--- config.mk ---
export PLATFORM = sky130hd
export DESIGN_NAME = mult_unit
export DESIGN_NICKNAME = d
export VERILOG_FILES = /design/src/rtl/mult_unit.sv
export SDC_FILE = /design/constraint.sdc
export NUM_CORES = 1
export LEC_CHECK = 0
export ABC_AREA = 1
export CORE_ASPECT_RATIO = 2
export CORE_UTILIZATION = 53
export DETAILED_ROUTE_END_ITERATION = 7
export GPL_ROUTABILITY_DRIVEN = 0
export GPL_TIMING_DRIVEN = 0
export PLACE_DENSITY = 0.83
export SETUP_SLACK_MARGIN = 0.02
export SLEW_MARGIN = 20
export SYNTH_ARGS = -nofsm -noshare
export SYNTH_HDL_FRONTEND = slang
export SYNTH_HIERARCHICAL = 1
export SYNTH_SLANG_ARGS = --single-unit
--- constraint.sdc ---
create_clock -name clk -period 17.1 [get_ports clk]
set_clock_uncertainty 0.15 [all_clocks]
set_input_delay 3.42 -clock clk [delete_from_list [all_inputs] [get_ports clk]]
set_output_delay 3.42 -clock clk [all_outputs]
set_load 0.02 [all_outputs]
--- src/rtl/mult_unit.sv ---
// mult_unit: iterative shift-add multiplier for MIPS mult/multu.
// A WIDTH-bit ripple-carry chain of full_adder cells adds the multiplicand
// into the accumulator's upper half once per clock. After WIDTH iterations
// the product is written to hi/lo, and done pulses for one cycle.
// Optional feature macro MULT_SIGNED_EN: when it is defined, is_signed selects
// signed multiplication (operand magnitudes plus a final negate). When it is
// undefined, every operation is unsigned and is_signed is ignored.

module full_adder (
  input  logic a_i,
  input  logic b_i,
  input  logic c_i,
  output logic s_o,
  output logic c_o
);
  assign s_o = a_i ^ b_i ^ c_i;
  assign c_o = (a_i & b_i) | (c_i & (a_i ^ b_i));
endmodule

module mult_unit #(
  parameter int WIDTH = 32
) (
  input  logic             clk,
  input  logic             reset_n,
  input  logic             start,
  input  logic [WIDTH-1:0] a,
  input  logic [WIDTH-1:0] b,
  input  logic             is_signed,
  output logic             busy,
  output logic             done,
  output logic [WIDTH-1:0] hi,
  output logic [WIDTH-1:0] lo
);
  localparam int CNT_W = $clog2(WIDTH) + 1;
  localparam logic [CNT_W-1:0] LAST_ITER = CNT_W'(WIDTH - 1);

  typedef enum logic [1:0] {S_IDLE, S_RUN, S_DONE} state_t;

  state_t             state_q, state_d;
  logic [CNT_W-1:0]   cnt_q, cnt_d;
  logic [2*WIDTH-1:0] acc_q, acc_d;
  logic [WIDTH-1:0]   mag_a_q, mag_a_d;
  logic [WIDTH-1:0]   hi_q, hi_d, lo_q, lo_d;

  logic [WIDTH-1:0]   mag_a_in, mag_b_in;
  logic               capture;
  logic [WIDTH-1:0]   sum;
  logic [WIDTH:0]     carry;
  logic [WIDTH:0]     upper_next;
  logic [2*WIDTH-1:0] acc_step;
  logic [2*WIDTH-1:0] prod_fin;

  // A new operation is accepted whenever the unit is not mid-run (IDLE or DONE).
  assign capture = start && (state_q != S_RUN);

`ifdef MULT_SIGNED_EN
  function automatic logic [WIDTH-1:0] abs_val(input logic [WIDTH-1:0] x);
    // The most negative value maps to 2^(WIDTH-1) as an unsigned magnitude.
    return x[WIDTH-1] ? (~x + 1'b1) : x;
  endfunction

  function automatic logic [2*WIDTH-1:0] negate(input logic [2*WIDTH-1:0] x);
    return ~x + 1'b1;
  endfunction

  logic neg_q;

  assign mag_a_in = is_signed ? abs_val(a) : a;
  assign mag_b_in = is_signed ? abs_val(b) : b;

  // Latch the product sign with the operands; it is applied only at completion.
  always_ff @(posedge clk or negedge reset_n) begin
    if (!reset_n) begin
      neg_q <= 1'b0;
    end else if (capture) begin
      neg_q <= is_signed & (a[WIDTH-1] ^ b[WIDTH-1]);
    end
  end

  // Negating a zero product yields zero again, so no sign artefact appears.
  assign prod_fin = neg_q ? negate(acc_step) : acc_step;
`else
  logic is_signed_unused;

  assign is_signed_unused = is_signed;
  assign mag_a_in         = a;
  assign mag_b_in         = b;
  assign prod_fin         = acc_step;
`endif

  // Adder chain: upper half of the accumulator plus the multiplicand.
  assign carry[0] = 1'b0;
  for (genvar i = 0; i < WIDTH; i++) begin : g_fa
    full_adder u_fa (
      .a_i (acc_q[WIDTH+i]),
      .b_i (mag_a_q[i]),
      .c_i (carry[i]),
      .s_o (sum[i]),
      .c_o (carry[i+1])
    );
  end

  // The carry-out becomes the new top bit once the (2W+1)-bit sum shifts right.
  assign upper_next = acc_q[0] ? {carry[WIDTH], sum} : {1'b0, acc_q[2*WIDTH-1:WIDTH]};
  assign acc_step   = {upper_next, acc_q[WIDTH-1:1]};

  // Next-state logic: operand capture, one iteration per RUN cycle, result write.
  always_comb begin
    state_d = state_q;
    cnt_d   = cnt_q;
    acc_d   = acc_q;
    mag_a_d = mag_a_q;
    hi_d    = hi_q;
    lo_d    = lo_q;
    case (state_q)
      S_IDLE, S_DONE: begin
        state_d = S_IDLE;
        if (capture) begin
          state_d = S_RUN;
          mag_a_d = mag_a_in;
          acc_d   = {{WIDTH{1'b0}}, mag_b_in};
          cnt_d   = '0;
        end
      end
      S_RUN: begin
        acc_d = acc_step;
        cnt_d = cnt_q + CNT_W'(1);
        if (cnt_q == LAST_ITER) begin
          state_d      = S_DONE;
          {hi_d, lo_d} = prod_fin;
        end
      end
      default: state_d = S_IDLE;
    endcase
  end

  // State, datapath and result registers; reset clears everything immediately.
  always_ff @(posedge clk or negedge reset_n) begin
    if (!reset_n) begin
      state_q <= S_IDLE;
      cnt_q   <= '0;
      acc_q   <= '0;
      mag_a_q <= '0;
      hi_q    <= '0;
      lo_q    <= '0;
    end else begin
      state_q <= state_d;
      cnt_q   <= cnt_d;
      acc_q   <= acc_d;
      mag_a_q <= mag_a_d;
      hi_q    <= hi_d;
      lo_q    <= lo_d;
    end
  end

  assign busy = (state_q == S_RUN);
  assign done = (state_q == S_DONE);
  assign hi   = hi_q;
  assign lo   = lo_q;

endmodule

# After elaboration in Yosys (flattened, before gate mapping)
# Index checks and enable logic that the tools add are counted.
word_totals:
  reg_bits: 168
  input_bits: 68
  out_inout_bits: 66
  elab_cells: 185
op_classes:
  addsub: 1
  eq_ne: 6
  muxes: 8
  bitwise: 157
  reduce_logical: 7
ops:
  columns: ["operator", "count"]
  rows:
  - ["64-bit case mux with 2 select lines", 1]
  - ["64-bit two-way mux", 1]
  - ["1-bit bitwise AND", 63]
  - ["1-bit XOR", 63]
  - ["33-bit two-way mux", 1]
  - ["1-bit bitwise OR", 31]
  - ["6-bit case mux with 2 select lines", 1]
  - ["6-bit by 1-bit adder with 6-bit output (second input constant)", 1]
  - ["6-bit by 5-bit equality test with 1-bit output (second input constant)", 1]
  - ["6-bit two-way mux", 1]
  - ["2-bit AND reduction", 3]
  - ["2-bit by 1-bit inequality test with 1-bit output (second input constant)", 2]
  - ["2-bit case mux with 2 select lines", 1]
  - ["2-bit by 1-bit equality test with 1-bit output (second input constant)", 1]
  - ["2-bit equality test (second input constant)", 1]
  - ["2-bit zero test", 1]
  - ["2-bit two-way mux", 1]
  - ["2-bit inequality test (second input constant)", 1]
  - ["2-bit nonzero test", 1]
  - ["2-bit OR reduction", 1]
  - ["1-bit logical AND", 1]
  - ["1-bit two-way mux", 1]

# Depth between registers and ports, before layout
# Gate-level depths: netlist of run 1.
logic_depth:
  ltp_word: 65
  mapped_depth: 36
  ltp_nobuf: 36

# Modules after synthesis
# The synthesis of run 1 kept the hierarchy.
modules_own_cells:
  columns: ["module", "n_inst", "cells_each", "area_each_um2", "seq_area_each_um2"]
  rows:
  - ["mult_unit", 1, 841, 7089.3, 4204.0]
  - ["full_adder", 32, 1, 20.0, 0.0]

# Worst setup path before layout of run 1
# Ideal clock, no wire load.
synth_timing:
  kind: "register -> register"
  startpoint: "register acc_q[32]"
  endpoint: "register acc_q[62]"
  setup_ps: 130
  t_arrival_ps: 12889
  required_time_ps: 16820
  path_slack_ps: 3931
  stages_incl_launch_ff: 37
  n_path_buf: 0
  cell_sequence: "dfrtp_1 -> fa_1 -> fa_1 -> fa_1 -> fa_1 -> fa_1 -> fa_1 -> fa_1 -> fa_1 -> fa_1 -> fa_1 -> fa_1 -> fa_1 -> fa_1 -> fa_1 -> fa_1 -> fa_1 -> fa_1 -> fa_1 -> fa_1 -> fa_1 -> fa_1 -> fa_1 -> fa_1 -> fa_1 -> fa_1 -> fa_1 -> fa_1 -> fa_1 -> fa_1 -> fa_1 -> fa_1 -> fa_1 -> nand2_1 -> o21ai_0 -> nand2_1 -> o21ai_0"
synth_via:
  elab_chain_len: 64
synth_lines:
  columns: ["item", "line", "rtl"]
  rows:
  - ["from (decl)", "41", "logic [2*WIDTH-1:0] acc_q, acc_d;"]
  - ["from (signal assigned)", "142", "acc_q <= '0;"]
  - ["from (signal assigned)", "149", "acc_q <= acc_d;"]
  - ["1-bit bitwise AND", "17", "assign c_o = (a_i & b_i) | (c_i & (a_i ^ b_i));"]
  - ["net carry[1]", "48", "logic [WIDTH:0] carry;"]
  - ["1-bit bitwise AND", "17", null]
  - ["1-bit bitwise OR", "17", null]
  - ["net carry[2]", "48", null]
  - ["1-bit bitwise AND", "17", null]
  - ["1-bit bitwise OR", "17", null]
  - ["net carry[3]", "48", null]
  - ["(+2 left out)", null, null]
  - ["net carry[4]", "48", null]
  - ["(+2 left out)", null, null]
  - ["net carry[5]", "48", null]
  - ["(+2 left out)", null, null]
  - ["net carry[6]", "48", null]
  - ["(+2 left out)", null, null]
  - ["net carry[7]", "48", null]
  - ["(+2 left out)", null, null]
  - ["net carry[8]", "48", null]
  - ["(+2 left out)", null, null]
  - ["net carry[9]", "48", null]
  - ["(+2 left out)", null, null]
  - ["net carry[10]", "48", null]
  - ["(+2 left out)", null, null]
  - ["net carry[11]", "48", null]
  - ["(+2 left out)", null, null]
  - ["net carry[12]", "48", null]
  - ["(+2 left out)", null, null]
  - ["net carry[13]", "48", null]
  - ["(+2 left out)", null, null]
  - ["net carry[14]", "48", null]
  - ["(+2 left out)", null, null]
  - ["net carry[15]", "48", null]
  - ["(+2 left out)", null, null]
  - ["net carry[16]", "48", null]
  - ["(+2 left out)", null, null]
  - ["net carry[17]", "48", null]
  - ["(+2 left out)", null, null]
  - ["net carry[18]", "48", null]
  - ["(+2 left out)", null, null]
  - ["net carry[19]", "48", null]
  - ["(+2 left out)", null, null]
  - ["net carry[20]", "48", null]
  - ["(+2 left out)", null, null]
  - ["net carry[21]", "48", null]
  - ["(+2 left out)", null, null]
  - ["net carry[22]", "48", null]
  - ["(+2 left out)", null, null]
  - ["net carry[23]", "48", null]
  - ["(+2 left out)", null, null]
  - ["net carry[24]", "48", null]
  - ["(+2 left out)", null, null]
  - ["net carry[25]", "48", null]
  - ["(+2 left out)", null, null]
  - ["net carry[26]", "48", null]
  - ["(+2 left out)", null, null]
  - ["net carry[27]", "48", null]
  - ["(+2 left out)", null, null]
  - ["net carry[28]", "48", null]
  - ["(+2 left out)", null, null]
  - ["net carry[29]", "48", null]
  - ["(+2 left out)", null, null]
  - ["net carry[30]", "48", null]
  - ["1-bit bitwise AND", "17", null]
  - ["1-bit bitwise OR", "17", null]
  - ["net carry[31]", "48", null]
  - ["1-bit XOR", "16", "assign s_o = a_i ^ b_i ^ c_i;"]
  - ["net sum[31]", "47", "logic [WIDTH-1:0] sum;"]
  - ["33-bit two-way mux", "104", "assign upper_next = acc_q[0] ? {carry[WIDTH], sum} : {1'b0, acc_q[2*WIDTH-1:WIDTH]};"]
  - ["64-bit case mux with 2 select lines", "115", "case (state_q)"]
# The timed path passes the listed nets, and every way through them passes these cells.
# A chain may end at the register's enable or synchronous reset.

# Worst setup path in the final report of run 1
# Ends and elaborated chain as after synthesis.

==> parameters.txt, run 1 <==
Parameter                              Value

Place
  Final HPWL DP    13800 um
  Number of port buffers    around 130
  Standard cell area after detailed placement    around 0.0093 mm^2

Setup path
  Number of cells on the critical path    36
  Flop2flop setup slack    between 3 and 4 ns
  Type of the worst setup path    reg -> reg
  Critical path buffer and inverter count    0
  Length in cells of the worst reg-to-reg path    36
  Critical Path Max Stage Delay    0.44 ns
  Most common cell on crit path    sky130_fd_sc_hd__fa_1
  Top cell family by delay on the critical path    adder cells
  Largest fanout of any net on the critical path    2
  Worst path slowest cell    sky130_fd_sc_hd__fa_1
  Setup crit start kind    register
  Critical path capture point type    register
  Data required time of the worst path    17.24 ns
  CP Data Arrival Time    around 14 ns

Logic synthesis
  Count of synthesis-stage warnings from yosys    6
  Yosys cell types    21
  Yosys top cell area share    roughly 54%
  Combined area of all synthesized cells    between 0.007 and 0.008 mm^2
  Compound-cell area share of the yosys netlist    approximately 4.5%
  Synthesized Nets    974
  Share of synthesized flip-flops with an asynchronous set or reset    between 90% and 100%
  XOR/XNOR share of the synthesized area    0%
  Number of instances in the synthesized netlist    approximately 870
  Number of enable-type register cells in the synthesized netlist    0
  Combinational family with the most area after synthesis    simple AND/OR/NAND/NOR gates
  Synth top cells by count    sky130_fd_sc_hd__nand2_1, sky130_fd_sc_hd__dfrtp_1, sky130_fd_sc_hd__nand3_1
  Adder-cell area share of the yosys netlist    8.45%
  Cell taking the most area after synthesis    sky130_fd_sc_hd__dfrtp_1
  Simple-gate area share of the yosys netlist    between 20% and 30%
  Predominant post-synthesis flop cell    sky130_fd_sc_hd__dfrtp_1
  Seq cells post-synth    between 150 and 200
  Count leader, synth    sky130_fd_sc_hd__nand2_1
  Cell types with the largest area share after synthesis    sky130_fd_sc_hd__dfrtp_1, sky130_fd_sc_hd__nand2_1, sky130_fd_sc_hd__fa_1, sky130_fd_sc_hd__nand3_1, sky130_fd_sc_hd__o21ai_0
  Portion of the post-synthesis area used by sequential elements    between 50% and 60%
  Mux share of post-synthesis cell area    0%
  Post-synthesis average cell area    approximately 8.9 um^2

Layout
  Nets    ~1100
  Antenna cells    0
  Post-layout instance area    slightly below 0.01 mm^2
  Fraction of layout instances using a drive strength above 1    under 10%
  Area overhead of the layout relative to synthesis    27.8%

Global route
  Gr usage total    a little over a quarter
  Vias in the first global route    6800
  Global-route wire length before repair    31400 um
  Antenna violations before repair    0
  Remaining global-route overflow    0
  Pin count of the biggest net entering global routing    91

Timing
  Number of hold violations in the final report    0
  Fmax    between 70 and 80 MHz
  Headroom to the max-slew limit    about 59%
  Period utilization    approximately 80%
  Max Slew Vio Count    0
  Setup repair after global routing missed its margin    no
  Total setup violations reported at the end of the flow    0
  Measured slew at the worst slew-check pin    0.609 ns
  Clock period minus worst slack    ~14 ns
  Total Negative Setup Slacks    0 ns

Route
  Detailed Routing Iterations Pass 1    5
  Residual antenna-violating net count after detailed routing    0
  Iteration-0 DRC count of the detailed router    between 300 and 400
  Number of remaining DRC errors    0
  Vias per Instance    just over 5
  Wirelength, routed    approximately 19000 um
  Average wire per standard cell    ~16 um
  Vias    about 6400

Clock network
  TritonCTS clock tree    done
  CTS clock-pin slew for the worst setup and hold paths    approximately 0.060 ns
  Count of buffers added by post-CTS timing repair for setup    0
  Post-CTS resize count    0
  Clock buffers created by TritonCTS    17
  Buffer levels on the longest clock path    2
  CTS Root Buffer Type    sky130_fd_sc_hd__clkbuf_16
  Skew-Pair Late Insertion Delay    between 0.4 and 0.5 ns
  Clk sink count    roughly 170
  H-tree depth    4
  Hold Buf Count CTS    0

Power
  Power, Total    1.98 mW
  Pwr/cell area    ~200 mW/mm^2
  Max IR drop VDD    approximately 0.00011 V
  Static power due to leakage    4.87 nW

Hold path
  Number of cells on the worst hold path    2
  Classification of the worst-slack hold path    reg -> reg

Floorplanning
  Die footprint    around 0.015 mm^2
  Core area    0.0143 mm^2
  Initial core utilization    about 54%
  Number of placed I/O pins    roughly 130
  Die height    roughly 170 um
  Die outline width    roughly 87 um
  Floorplan row count    62

Job
  Max-capacitance violation count    0

Status
  Status    finished, final reports clean
[worst min-delay path: stages, from the launching register on]
cell                      delay, ns
sky130_fd_sc_hd__dfrtp_1       0.34
sky130_fd_sc_hd__nand2_1       0.05
sky130_fd_sc_hd__nand2_1       0.05
[kinds of logic (layout without fill, tap and decap cells)]
logic type,count (synthesis),after routing
AND/OR/NAND/NOR,510,510
flip-flops,168,168
buffers and inverters,92,255
AO/OA/AOI/OAI,69,69
adder cells (fa/ha/maj),33,33
other,1,1
[layout make-up]
class	instances	area, um^2
Buffer	50	304
Clock inverter	8	98.8
Sequential cell	168	4200
Clock buffer	22	454
Multi-Input combinational cell	613	3060
Fill cell	1165	4400
Inverter	42	158
Tap cell	192	240
Timing Repair Buffer	133	1350
[report_power, final]
group	switching (mW)	leakage [nW]	internal [mW]
Combinational	0.527	2.54	0.361
Sequential	0.135	2.06	0.587
Clock	0.153	0.266	0.217
Total	0.815	4.87	1.16
[per-stage QoR]
step	setup slack, ns	std cells	utilization, %	hold slack (ns)
4_1_cts	3.12	1228	69.2	0.322
5_1_grt	2.68	1228	69.2	0.341
3_3_place_gp	3.30	1197	65.1	0.303
6_report	3.07	1228	69.2	0.317
3_5_place_dp	3.17	1198	65.3	0.307
2_1_floorplan	3.93	873	-	0.318
[metal layers]
layer / GRT usage (%) / routed length, um
met5: 0 / 0
met4: 15.3 / 716
met3: 4.73 / 684
met2: 48.4 / 10600
met1: 30.2 / 7030
[worst paths after layout]
kind	startpoint	endpoint
worst max register to register	acc_q[32]	acc_q[62]
worst max-delay path	acc_q[32]	acc_q[62]
worst min-delay path	lo[16]	lo[16]
worst min register to register	lo[16]	lo[16]
min in group asynchronous	reset_n	mag_a_q[8]
max in group asynchronous	reset_n	lo[6]
[sequential cells by signal, summed over array words and instances (netlist names)]
name,flops
acc_q,64
cnt_q,6
hi,32
lo,32
mag_a_q,32
state_q,2
[cell usage in the layout (no fill, tap or decap), drive strengths merged]
cell           netlist  layout
fa                  32      32
nand2              405     405
inv                 42      43
bufinv               0       2
nand3               98      98
buf                 34      36
clkinv               0       3
nor2                 5       5
clkbuf              16      38
ha                   1       1
conb                 1       1
nand3b               1       1
o21ai               67      67
nand4                1       1
clkdlybuf4s50        0     131
o211ai               1       1
clkinvlp             0       2
dfrtp              168     168
o22ai                1       1
Note: power is estimated with default switching activity, not from simulation.
==> run 2, diff against run 1 <==
Clock period 17.1 ns to 14.5 ns, I/O delays scaled along.
==> results of run 2 <==
Same layout as run 1 (identical final DEF). Status: finished, final reports clean.
Main changes from that run: setup slack after placement 3.17 ns -> 0.571 ns; setup slack after layout 3.07 ns -> 0.466 ns; register-to-register setup slack 3.07 ns -> 0.47 ns; total power 1.98 mW -> 2.33 mW; worst IR drop on VDD 0.000106 V -> 0.000125 V
==> run 3, diff against run 2 <==
Settings changed: CORE_MARGIN set to 3.
==> parameters.txt, run 3 (synthesis gave the netlist of run 1 again) <==
Parameter                              Value

Layout
  Antenna cells    0 (unchanged)
  Most used cells in the layout excluding fill and tap cells    sky130_fd_sc_hd__nand2_1, sky130_fd_sc_hd__dfrtp_1, sky130_fd_sc_hd__clkdlybuf4s50_1
  Fraction of layout instances using a drive strength above 1    7.32% (+0.57 points)
  Area overhead of the layout relative to synthesis    28.0%
  Register containing the most flip-flops in the final layout    acc_q
  Post-route non-filler standard cell count    1227 (-0.081%)
  Nets    1126 (unchanged)
  Filler Cells Inserted    1099 (-5.7%)
  Flip-flop count of the largest register after layout    64 (unchanged)
  Most common library cell in the layout ignoring fill and taps    sky130_fd_sc_hd__nand2_1
  Finished Core Util    70.1% (+0.89 points)

Clock network
  TritonCTS clock tree    done
  CTS clock-pin slew for the worst setup and hold paths    0.07 ns (about the same)
  Count of buffers added by post-CTS timing repair for setup    0 (unchanged)
  Post-CTS resize count    0 (unchanged)
  Clk sink count    168 (unchanged)
  CTS Root Buffer Type    sky130_fd_sc_hd__clkbuf_16
  H-tree depth    4 (unchanged)
  Skew-Pair Late Insertion Delay    0.42 ns (about the same)
  Buffer levels on the longest clock path    2 (unchanged)
  Hold Buf Count CTS    0 (unchanged)
  Clock buffers created by TritonCTS    17 (unchanged)

Setup path
  RR Startpoint    acc_q[32]
  Last element of the critical path    acc_q[62]
  Largest fanout of any net on the critical path    2 (unchanged)
  Critical path capture point type    register
  Worst path slowest cell    sky130_fd_sc_hd__fa_1
  Most common cell on crit path    sky130_fd_sc_hd__fa_1
  Worst setup path startpoint    acc_q[32]
  Critical Path Max Stage Delay    0.46 ns (+0.02 ns)
  Data required time of the worst path    14.64 ns
  Type of the worst setup path    reg -> reg
  Flop2flop setup slack    between 0.3 and 0.4 ns
  Length in cells of the worst reg-to-reg path    36 (unchanged)
  Worst reg2reg endpoint    acc_q[62]
  CP Data Arrival Time    14.28 ns (+0.11 ns)
  Setup crit start kind    register

Power
  Power, Total    2.35 mW
  Max IR drop VDD    between 0.0001 and 0.00015 V
  Static power due to leakage    4.88 nW (+0.33%)
  Pwr/cell area    roughly 240 mW/mm^2

Timing
  Max Slew Vio Count    0 (unchanged)
  Fmax    70.7 MHz (-0.76%)
  Crit path setup slack, layout    around 0.36 ns
  Clock period minus worst slack    ~14 ns
  Number of hold violations in the final report    0 (unchanged)
  Measured slew at the worst slew-check pin    0.579 ns (-0.0303 ns)
  Setup repair after global routing missed its margin    no
  Headroom to the max-slew limit    61.4% (+2.0 points)
  Total Negative Setup Slacks    0 ns (unchanged)
  Total setup violations reported at the end of the flow    0 (unchanged)
  Period utilization    a little over nine tenths

Route
  Iteration-0 DRC count of the detailed router    375 (+3.3%)
  Wirelength, routed    19300 um (+1.2%)
  Vias per Instance    5.24 (+0.87%)
  Vias    6428 (+0.78%)
  Detailed Routing Iterations Pass 1    4 (-1)
  Number of remaining DRC errors    0 (unchanged)
  Average wire per standard cell    15.7 um (+1.3%)
  Residual antenna-violating net count after detailed routing    0 (unchanged)

Global route
  Global-route wire length before repair    32500 um (+3.3%)
  Gr usage total    25.4% (-2.0 points)
  Pin count of the biggest net entering global routing    92 (+1.1%)
  Vias in the first global route    6923 (+1.8%)
  Antenna violations before repair    0 (unchanged)
  Remaining global-route overflow    0 (unchanged)

Hold path
  Classification of the worst-slack hold path    reg -> reg

Floorplanning
  Floorplan row count    61 (-1.6%)
  Number of placed I/O pins    134 (unchanged)
  Die footprint    0.0162 mm^2 (+7.0%)
  Initial core utilization    54.7% (+0.59 points)
  Die outline width    91.4 um (+4.6%)
  Die height    177 um (+2.3%)
  Core area    0.0141 mm^2 (-1.1%)

Job
  Max-capacitance violation count    0 (unchanged)

Status
  Status    finished, final reports clean

Place
  Final HPWL DP    14100 um (+2.3%)
  Placed Cells incl. Taps    1195 (-0.25%)
  Pre-CTS setup slack    between 0.5 and 0.6 ns
  Number of port buffers    132 (unchanged)
[run 3: changes by cell type in the layout (fill, tap and decap cells not counted)]
| cell | before | now |
|---|---|---|
| sky130_fd_sc_hd__inv_8 | 0 | 2 |
| sky130_fd_sc_hd__clkinvlp_4 | 2 | 1 |
| sky130_fd_sc_hd__clkinv_4 | 0 | 4 |
| sky130_fd_sc_hd__bufinv_16 | 2 | 0 |
| sky130_fd_sc_hd__clkbuf_8 | 1 | 3 |
| sky130_fd_sc_hd__inv_6 | 1 | 5 |
| sky130_fd_sc_hd__clkinv_2 | 3 | 0 |
| sky130_fd_sc_hd__clkbuf_1 | 20 | 16 |
[run 3: report_power, final]
group | internal, mW | leakage, nW | switching [mW] | total [mW]
clock | 0.239 | 0.282 | 0.199 | 0.438
combinational | 0.431 | 2.54 | 0.632 | 1.06
sequential | 0.691 | 2.06 | 0.160 | 0.852
total | 1.36 | 4.88 | 0.991 | 2.35
[run 3: worst max-delay path, delay by kind of cell, from the launching register on]
family	cells	cell delay [ns]
AO/OA/AOI/OAI	2	0.20
adder cells (fa/ha/maj)	32	13.08
flip-flops	1	0.40
AND/OR/NAND/NOR	2	0.16
[run 3: how the worst min path moves through the flow]
stage	depth (start not counted)	slack (ns)	end	from
2_1_floorplan	2	0.32	cnt_q[1]	cnt_q[1]
3_3_place_gp	2	0.30	hi[1]	hi[1]
3_5_place_dp	2	0.31	hi[0]	hi[0]
4_1_cts	2	0.32	lo[16]	lo[16]
5_1_grt	2	0.34	lo[16]	lo[16]
6_report	2	0.32	lo[23]	lo[23]
[run 3: final cells by class]
cell class / count / area (um^2) / share of cell area (%)
Buffer: 50 / 304 / 3.07
Clock buffer: 20 / 467 / 4.72
Clock inverter: 12 / 109 / 1.10
Inverter: 42 / 158 / 1.59
Multi-Input combinational cell: 613 / 3060 / 31.0
Sequential cell: 168 / 4200 / 42.5
Tap cell: 189 / 236 / 2.39
Timing Repair Buffer: 133 / 1350 / 13.7
[run 3: metrics by stage]
step | hold slack, ns | area, um^2
detailed placement | 0.307 | 9320
global route | 0.344 | 9900
finish | 0.318 | 9900
CTS | 0.323 | 9900
global placement | 0.302 | 9290
floorplan | 0.318 | 7730
[run 3: metal layers]
layer | wire length, um | part of all wire, % | GRT usage [%]
met3 | 876 | 4.5 | 4.04
met4 | 892 | 4.6 | 14.2
met5 | 0 | 0 | 0
met1 | 6860 | 36 | 27.0
met2 | 10700 | 55 | 46.8
